<file path="src/rtl/sync_up_counter_pkg.sv">
// Shared constants for the 4-bit synchronous up-counter.
package sync_up_counter_pkg;

    localparam int unsigned      CNT_W   = 4;
    localparam logic [CNT_W-1:0] CNT_MAX = CNT_W'(15);

endpackage

</file>
<file path="src/rtl/DFlipFlop.sv">
// Team D flip-flop cell: rising-edge D input, asynchronous active-high clear.
module DFlipFlop (
    output logic q,
    output logic qBar,
    input  logic D,
    input  logic clk,
    input  logic rst
);

    always_ff @(posedge clk or posedge rst) begin
        if (rst) q <= 1'b0;
        else     q <= D;
    end

    assign qBar = ~q;

endmodule

</file>
<file path="src/rtl/sync_up_counter.sv">
// 4-bit synchronous up-counter built from D flip-flops: parallel load, count enable,
// optional saturation, cascade carry (tc) and a sticky overflow flag.
module sync_up_counter
    import sync_up_counter_pkg::*;
#(
    parameter bit SAT_MODE = 1'b0
) (
    input  logic             clk,
    input  logic             rst,
    input  logic             en,
    input  logic             load,
    input  logic [CNT_W-1:0] din,
    output logic [CNT_W-1:0] out,
    output logic             tc,
    output logic             ovf
);

    logic [CNT_W-1:0] q;
    logic [CNT_W-1:0] qbar;
    logic [CNT_W-1:0] d;
    logic [CNT_W-1:0] carry;
    logic             at_max;
    logic             adv;
    logic             step;
    logic             ovf_set;
    logic             ovf_d;
    logic             ovf_qbar;

    // carry[k] is high when bits 0..k-1 are all ones, i.e. bit k toggles on a step
    assign carry[0] = 1'b1;
    for (genvar k = 1; k < CNT_W; k++) begin : g_carry
        assign carry[k] = carry[k-1] & q[k-1];
    end

    assign at_max  = (q == CNT_MAX);
    assign adv     = en & ~load;
    assign step    = adv & ~(SAT_MODE & at_max);
    assign ovf_set = adv & at_max;

    for (genvar i = 0; i < CNT_W; i++) begin : g_bit
        assign d[i] = load ? din[i] : ((step & carry[i]) ? qbar[i] : q[i]);

        DFlipFlop u_dff (
            .q    (q[i]),
            .qBar (qbar[i]),
            .D    (d[i]),
            .clk  (clk),
            .rst  (rst)
        );
    end

    // Sticky overflow: load clears it, otherwise it latches any advance attempted at max
    assign ovf_d = ~load & (ovf_set | ~ovf_qbar);

    DFlipFlop u_ovf (
        .q    (ovf),
        .qBar (ovf_qbar),
        .D    (ovf_d),
        .clk  (clk),
        .rst  (rst)
    );

    assign out = q;
    assign tc  = en & at_max;

endmodule

</file>
<file path="config.mk">
export PLATFORM = sky130hd
export DESIGN_NAME = sync_up_counter
export DESIGN_NICKNAME = d
export VERILOG_FILES = /design/src/rtl/sync_up_counter_pkg.sv /design/src/rtl/DFlipFlop.sv /design/src/rtl/sync_up_counter.sv
export SDC_FILE = /design/constraint.sdc
export NUM_CORES = 1
export LEC_CHECK = 0
export ABC_AREA = 1
export ABC_CLOCK_PERIOD_IN_PS = 900
export BUFFER_PORTS_ARGS = -buffer_cell sky130_fd_sc_hd__buf_4
export CAP_MARGIN = 20
export CORE_AREA = 2 2 39 41
export CTS_CLUSTER_DIAMETER = 40
export DETAILED_ROUTE_END_ITERATION = 7
export DIE_AREA = 0 0 41 43
export PLACE_DENSITY = 0.48
export RECOVER_POWER = 100
export SYNTH_ARGS = -nofsm -noshare
export SYNTH_HDL_FRONTEND = slang
export SYNTH_SLANG_ARGS = --single-unit
</file>
<file path="constraint.sdc">
create_clock -name clk -period 0.9 [get_ports clk]
set_input_delay 0.045 -clock clk [delete_from_list [all_inputs] [get_ports clk]]
set_output_delay 0.045 -clock clk [all_outputs]
set_load 0.01 [all_outputs]
</file>
==> results of run 1 <==
-- synth_stat cells --
cell type | n | area, sq um
nand2_1 | 14 | 52.6
dfrtp_1 | 5 | 125
buf_4 | 4 | 30.0
inv_1 | 4 | 15.0
o21ai_0 | 4 | 20.0
nand3_1 | 3 | 15.0
a21oi_1 | 2 | 10.0
a21oi_2 | 1 | 8.76
buf_6 | 1 | 11.3
nand4_1 | 1 | 6.26
nor2_1 | 1 | 3.75
-- metrics by stage --
| stage | setup WS (ns) | cells | hold slack [ns] | power, mW | cell area, sq um |
|---|---|---|---|---|---|
| global route | -0.215 | 75 | 0.0235 | 0.793 | 489 |
| floorplan | 0.112 | 40 | -0.176 | 0.377 | 298 |
| finish | -0.132 | 75 | 0.0134 | 0.748 | 489 |
| detailed placement | -0.00459 | 64 | -0.0345 | 0.420 | 374 |
| global placement | 0.00573 | 64 | -0.0330 | 0.419 | 374 |
| CTS | -0.123 | 76 | 0.0143 | 0.739 | 483 |
-- final timing paths --
path,from,endpoint,slack (ns),cells after the start
min,load,u_ovf.q,0.01,2
max,g_bit[0].u_dff.q,tc,-0.13,5
max reg2reg,g_bit[0].u_dff.q,g_bit[3].u_dff.q,-0.03,5
min reg2reg,u_ovf.q,u_ovf.q,0.51,2
min in group asynchronous,rst,u_ovf.q,0.25,3
max in group asynchronous,rst,g_bit[0].u_dff.q,0.46,3
-- state kept, by name, summed over array words and instances, names as in the netlist --
| signal | cells |
|---|---|
| g_bit.u_dff.q | 4 |
| u_ovf.q | 1 |
-- power by group through the flow --
stage                     logic, mW  clock network [mW]  registers (mW)
after global placement        0.135                   0           0.284
after global routing          0.247               0.279           0.267
after floorplan               0.101                   0           0.276
after detailed placement      0.138                   0           0.282
after CTS                     0.212               0.263           0.263
final                         0.224               0.259           0.265
-- cells by family (layout without fill, tap and decap cells) --
group	count (synthesis)	in the layout	share of synthesized area
AO/OA/AOI/OAI	7	7	0.130
buffers and inverters	9	28	0.189
flip-flops	5	5	0.420
AND/OR/NAND/NOR	19	19	0.260
-- timing repair --
| item | in CTS | in global routing |
|---|---|---|
| resized for setup | 6 | 6 |
| cloned | 0 | 0 |
| endpoints found under the hold margin | 6 | 0 |
| hold buffers | 2 | 0 |
| pin swaps | 3 | 4 |
| buffers inserted | 6 | 0 |
| endpoints found under the setup margin | 2 | 10 |
-- worst register-to-register path: stages, from the launching register on --
cell     delay, ns
dfrtp_2       0.40
buf_6         0.14
nand4_1       0.10
nand2_1       0.07
nand2_1       0.06
nand2_1       0.05
-- cell type report --
type | instances | area (sq um) | area share
timing repair buffer | 20 | 170 | 0.348
tap | 16 | 20.0 | 0.0409
sequential | 5 | 126 | 0.258
multi-input combinational | 26 | 131 | 0.269
inverter | 4 | 15.0 | 0.0307
clock buffer | 4 | 26.3 | 0.0537
-- per-layer routing --
| metal | part of all wire | GRT usage |
|---|---|---|
| met1 | 0.39 | 0.101 |
| met3 | 0.088 | 0.0366 |
| met5 | 0 | 0 |
| met4 | 0.019 | 0.0600 |
| met2 | 0.50 | 0.147 |
==> results.cfg, run 1 <==
[sta]
maxSlewViolCount = 0
tns_ns = -0.289
setup_ws_ns = -0.132
fin_crit_sh = 1.15
grt_setup_unrepaired = yes
fin_crit_ns = 1.03
final.setup_skew_ns = 0.00358
setup_violations = 6
slew_headroom = 0.869
finalHoldViolCount = 0
max_freq_mhz = 969
max_slew.worst_pin.slew_ns = 0.197

[routing]
drc = 0
via_per_inst = 4.11
drtPass1Iterations = 4
drtAntennaViolNets = 0
wl_per_cell_um = 9.83
num_vias = 308
drt_iter0_markers = 3
wirelength_um = 737

[cells_and_area]
final_core_util = 0.354
antenna_cells = 0
drive_above_1_share = 0.407
final_common_cell = nand2_1
fillers = 153
area_growth_pct = 64.3
nets = 68
layout_common_cells = 13 x nand2_1, 11 x buf_4, 5 x buf_6

[power]
p_comb_frac = 0.300
p_sw_mw = 0.208
p_seq_frac = 0.354
pwr-share-clk = 0.346
vdd_drop_max_v = 0.000436
intPower_mw = 0.540
p_per_area_mw_per_mm2 = 1530
leakage_nw = 0.249
p_sw_frac = 0.278

[logic_synthesis]
synth.distinct_cells = 11
synth_nets = 48
ys.warnings.count = 0
synth-seq-cells = 5
netlist_area_sq_um = 298
synth_area_per_cell_sq_um = 7.44
syn_inst = 40
yosysSeqAreaShare = 0.420

[global_route]
first_global_vias = 314
grt_pass1_wl_mm = 1.13
antenna_found_initial = 0
grt_util_all_layers = 0.0948
overflow = 0
grt_max_degree = 10

[placed_design]
gp_congestion = 0.638
port_buffers = 13
dp_hpwl_um = 473

[die]
start_util = 0.215
num_rows = 14
num_io_pins = 14
die_area_sq_mm = 0.00176
die_h_um = 43
core_sq_mm = 0.00138
die_w_um = 41

[worst_setup_path]
critPathLaunchType = flip-flop
cp_max_fo = 2
path_delay_family = flip-flops
crit_chain = nand2_1 > nor2_1 > nand2_1 > inv_1 > buf_6
slowest_stage = dfrtp_2
critPathMostFrequentCell = nand2_1
path_class = reg -> out
slowest_delay_ns = 0.36
worst_ep_required_time_ns = 0.85
arrival_ns = 0.99
critPathBufInv = 2
end_kind = primary output

[run_status]
status = finished with violations
violations = setup timing

[clocking]
clk_pin_slew_ns = 0.04
insertion_delay_ns = 0.24
numCtsBuffers = 3
root_buffer = clkbuf_4
cts_tree = yes
cts_htree_levels = 1
clk_path_buf_depth = 2
cts.sinks = 5

[job]
cap_violations = 0

[hold_path]
min_path_type = in -> reg
No activity file was read; power rests on OpenSTA's default activity.
==> inputs of run 2 (changes only) <==
Settings changed: HOLD_SLACK_MARGIN from default to 0.08, REMOVE_ABC_BUFFERS from default to 1.
==> run 2 against run 1 <==
The flow still finishes with violations (setup timing); utilization rose by 2.4 points; via count rose by 7.8%; routed wire length down 0.95%; clock skew up 0.0042 ns; power up 4.4%; critical endpoint is now out[3]; largest cell class unchanged.
==> results.cfg, run 2 (synthesis results as in run 1) <==
[run_status]
status = finished with violations
violations = setup timing

[global_route]
overflow = 0
antenna_found_initial = 0
grt_max_degree = 10
grt_pass1_wl_mm = 1.32
grt_util_all_layers = 0.121
first_global_vias = 326

[die]
start_util = 0.215
num_io_pins = 14
die_area_sq_mm = 0.00176
num_rows = 14
die_w_um = 41
core_sq_mm = 0.00138
die_h_um = 43

[placed_design]
gp_congestion = 0.727
dp_hpwl_um = 452
port_buffers = 13
postPlaceCellArea_sq_um = 374

[sta]
maxSlewViolCount = 0
fin_crit_sh = 1.13
slew_headroom = 0.871
setup_violations = 8
finalHoldViolCount = 0
max_slew.worst_pin.slew_ns = 0.194
grt_setup_unrepaired = yes
fin_crit_ns = 1.02
max_freq_mhz = 980
final.setup_skew_ns = 0.00782
setup_ws_ns = -0.121

[clocking]
clk_path_buf_depth = 2
clk_pin_slew_ns = 0.05
cts_tree = yes
numCtsBuffers = 3
cts.sinks = 5
root_buffer = clkbuf_4
cts_htree_levels = 1
insertion_delay_ns = 0.25

[power]
vdd_drop_max_v = 0.000914
p_total_mw = 0.781
leakage_nw = 0.271
p_per_area_mw_per_mm2 = 1500

[cells_and_area]
multiInputGateArea_sq_um = 124
largest_reg_flops = 4
seqCellArea_sq_um = 125
top_register = g_bit.u_dff.q
final_common_cell = buf_4
reg.largest.list = g_bit.u_dff.q: 4 flops, u_ovf.q: 1 flops
drive_above_1_share = 0.391
antenna_cells = 0
postLayoutCellArea_sq_um = 522
area_growth_pct = 75.2
nets = 73
layout_common_cells = 14 x buf_4, 13 x nand2_1, 5 x dfrtp_1, 5 x dlygate4sd3_1
fillers = 151

[routing]
wl_per_cell_um = 9.13
drtAntennaViolNets = 0
drc = 0
drtPass1Iterations = 2
via_per_inst = 4.15
drt_iter0_markers = 2
num_vias = 332
wirelength_um = 730

[worst_setup_path]
path_class = reg -> out
end_kind = primary output
arrival_ns = 0.98
r2r_slack_ns = -0.05
cp_max_fo = 3
critPathLaunchType = flip-flop
worst_ep_required_time_ns = 0.85

[job]
cap_violations = 0

[hold_path]
min_path_type = in -> reg
run 2: layer usage:
layer	wire [um]	GRT usage	up-vias
li1	-	-	171
met1	273	0.114	151
met2	387	0.181	10
met3	70	0.0942	0
met4	0	0.0600	0
met5	0	0	-
run 2: cell type report:
class,count,area share
flip-flops and latches,5,0.240
inverters,4,0.0288
well taps,16,0.0384
clock buffers,4,0.0504
multi-input cells,26,0.237
repair buffers,25,0.405
run 2: worst max-delay path, cell delays in order, from the launching register on:
cell and delay, ns:
dfrtp_1 0.37, buf_4 0.13, buf_6 0.11, buf_6 0.11
run 2: report_power, final:
part | internal, mW | switching (mW)
registers | 0.250 | 0.0129
logic | 0.144 | 0.103
clock network | 0.168 | 0.103
total | 0.562 | 0.219
run 2: timing repair:
item                                   CTS  global route
gates cloned                             0             0
setup buffers                            5             2
endpoints found under the hold margin    8             0
pin swaps                                1             1
setup endpoints to repair                1            10
gates resized for setup                  2             6
hold buffers                             5             0
run 2: path summary, 6_finish.rpt:
check / depth (start not counted) / endpoint / startpoint
worst max-delay path: 3 / out[3] / g_bit[3].u_dff.q
worst min-delay path: 3 / g_bit[0].u_dff.q / en
max in group asynchronous: 3 / g_bit[0].u_dff.q / rst
worst min register to register: 2 / u_ovf.q / u_ovf.q
min in group asynchronous: 3 / u_ovf.q / rst
worst max register to register: 6 / g_bit[2].u_dff.q / g_bit[1].u_dff.q
run 2: stage by stage:
step	setup WS (ns)	cells	hold slack [ns]	utilization	TNS [ns]
after detailed placement	0.0277	64	-0.0382	0.270	0
after floorplan	0.0555	35	-0.176	-	0
final	-0.121	80	0.0808	0.377	-0.596
after global placement	0.0339	64	-0.0330	0.270	0
after global routing	-0.182	80	0.117	0.377	-1.16
after CTS	-0.109	78	0.0825	0.356	-0.300
==> inputs of run 3 (changes only) <==
Settings changed: CELL_PAD_IN_SITES_DETAIL_PLACEMENT from default to 1, CELL_PAD_IN_SITES_GLOBAL_PLACEMENT from default to 1, PLACE_DENSITY 0.48 to 0.66, SYNTH_HIERARCHICAL from default to 1.
==> run 3 against run 2 <==
Via count is 16% higher; combinational power is 8.9% higher; register-to-register slack worse by 0.04 ns; die area stayed put; largest cell class unchanged; sequential share of layout area is 3.2 points lower; clock power is 8.5% lower; fmax is 5.8% lower; the run still ends with setup timing left; cell count is 16% higher; power hardly changed; first-iteration DRC count is 50% higher; non-clock buffer count is 3 higher.
==> results.cfg, run 3 <==
[run_status]
status = finished with violations
violations = setup timing

[routing]
num_vias = 384
drc = 0
drtAntennaViolNets = 0
wl_per_cell_um = 11.0
drtPass1Iterations = 2
drt_iter0_markers = 3
via_per_inst = 4.13
wirelength_mm = 1.02

[worst_setup_path]
end_kind = primary output
critPathLaunchType = flip-flop
worst_ep_required_time_ns = 0.85
r2r_cells = 4
cp_max_fo = 4
path_class = reg -> out
arrival_ns = 1.04

[sta]
max_freq_mhz = 923
grt_setup_unrepaired = yes
finalHoldViolCount = 0
fin_hold_ws_ns = 0.115
maxSlewViolCount = 0
max_slew.worst_pin.slew_ns = 0.211
setup_ws_ns = -0.184
slew_headroom = 0.859
setup_violations = 8
fin_crit_ns = 1.08
final.setup_skew_ns = 0.00257
fin_crit_sh = 1.20

[cells_and_area]
largest_reg_flops = 4
reg.largest.list = g_bit.u_dff/q: 4 flops, u_ovf/q: 1 flops
area_growth_pct = 94.4
final_core_util = 0.436
top_register = g_bit.u_dff/q
drive_above_1_share = 0.429
postLayoutCellArea_sq_um = 603
nets = 86
antenna_cells = 0
layout_common_cells = 16 x buf_4, 11 x inv_1, 7 x nand2_1, 7 x nand3_1, 6 x dlygate4sd3_1
fillers = 182
final_common_cell = buf_4

[clocking]
cts_tree = yes
cts.sinks = 5
clk_path_buf_depth = 2
clk_pin_slew_ns = 0.04
cts_htree_levels = 1
insertion_delay_ns = 0.23
root_buffer = clkbuf_4
numCtsBuffers = 3

[hold_path]
min_path_type = in -> reg
hold_depth = 3

[global_route]
grt_use_met3 = 0.0314
overflow = 0
antenna_found_initial = 0
first_global_vias = 364
grt_use_met2 = 0.228
grt_most_used_layer = met2
grt_max_degree = 8
grt_pass1_wl_mm = 1.57
gr-usage-met1 = 0.155
grt_util_all_layers = 0.140

[power]
p_sw_mw = 0.218
p_comb_frac = 0.344
p_total_mw = 0.781
p_per_area_mw_per_mm2 = 1290
pwr-share-clk = 0.317
p_sw_frac = 0.280
intPower_mw = 0.563
leakage_nw = 0.323
vdd_drop_max_v = 0.000598
p_seq_frac = 0.339

[die]
core_sq_mm = 0.00138
die_h_um = 43
num_io_pins = 14
die_w_um = 41
die_area_sq_mm = 0.00176
num_rows = 14
start_util = 0.224

[logic_synthesis]
yosysTopAreaCell = dfrtp_1
synth.distinct_cells = 14
synth.area.mux_share = 0
yosys.area.top_type_share = 0.403
synthXorXnorAreaFrac = 0
synth_adder_area_share = 0
synth-compound-area-share = 0.109
synth_top_family_by_area = simple AND/OR/NAND/NOR gates
ys.flop_type = dfrtp_1
synth-seq-cells = 5
synth_area_per_cell_sq_um = 6.90
synthTopCellsByCount = 13 x inv_1, 8 x nand3_1, 7 x nand2_1
synthSimpleGateAreaFrac = 0.306
syn_inst = 45
synth-edff-count = 0
synth_area_leaders = dfrtp_1 40%, inv_1 16%, nand3_1 13%, nand2_1 8.5%, nor2_2 4.0%
yosysSeqAreaShare = 0.403
netlist_area_sq_um = 310
synth.most_common_cell = inv_1
postSynth.asyncResetShare = 1.00
ys.warnings.count = 6

[placed_design]
dp_slack_ns = -0.0306
port_buffers = 13
gp_congestion = 0.642
postPlaceCellArea_sq_um = 458
dp_hpwl_um = 716

[job]
cap_violations = 0
-- run 3: cell types whose count changed in the layout (fill, tap and decap cells not counted), sizes merged, moves of 2 or more --
cell,change
nand2,-6
nand3,+5
nor2,+2
a21oi,-2
inv,+11
o21ai,-2
buf,+2
-- run 3: metal layers --
metal	part of all wire	vias up
met5	0	-
met3	0.025	0
met2	0.56	5
li1	-	200
met1	0.41	179
met4	0	0
-- run 3: final cells by class --
class                      instances  area (sq um)  share of cell area
timing repair buffer              28           233               0.386
multi-input combinational         25           143               0.237
sequential                         5           125               0.207
inverter                          15          56.3              0.0934
clock buffer                       4          26.3              0.0436
tap                               16          20.0              0.0332
-- run 3: power groups by stage --
| stage | Sequential (mW) | Clock (mW) | Combinational (mW) |
|---|---|---|---|
| after floorplan | 0.285 | 0 | 0.0613 |
| after global placement | 0.267 | 0 | 0.191 |
| after detailed placement | 0.270 | 0 | 0.193 |
| after CTS | 0.265 | 0.263 | 0.271 |
| after global routing | 0.268 | 0.279 | 0.294 |
| final | 0.264 | 0.248 | 0.269 |
-- run 3: worst max-delay path, cell delays in order (launching register included) --
cell	delay (ns)
dfrtp_1	0.39
buf_4	0.14
buf_4	0.14
buf_4	0.14
-- run 3: kinds of logic (layout without fill, tap and decap cells) --
logic type | count (synthesis) | count (layout)
AND/OR/NAND/NOR | 20 | 20
buffers and inverters | 15 | 47
AO/OA/AOI/OAI | 5 | 5
flip-flops | 5 | 5
-- run 3: path summary, 6_finish.rpt --
kind | end | slack (ns) | from
hold / removal | g_bit[3].u_dff/q | 0.11 | load
max in group asynchronous | u_ovf/q | 0.53 | rst
hold reg to reg | u_ovf/q | 0.53 | u_ovf/q
min in group asynchronous | g_bit[0].u_dff/q | 0.26 | rst
setup reg to reg | g_bit[2].u_dff/q | -0.09 | g_bit[1].u_dff/q
setup / recovery | out[1] | -0.18 | g_bit[1].u_dff/q
-- run 3: timing repair --
action / in CTS / in global routing
endpoints found under the hold margin: 10 / 0
hold buffers: 6 / 0
endpoints found under the setup margin: 7 / 9
buffers inserted: 5 / 0
gates resized for setup: 10 / 0
pin swaps: 4 / 2
-- run 3: metrics by stage --
step | instances | TNS (ns)
after floorplan | 45 | -0.0679
after global placement | 78 | 0
after detailed placement | 78 | -0.0442
after CTS | 93 | -0.998
after global routing | 93 | -1.45
final | 93 | -0.939
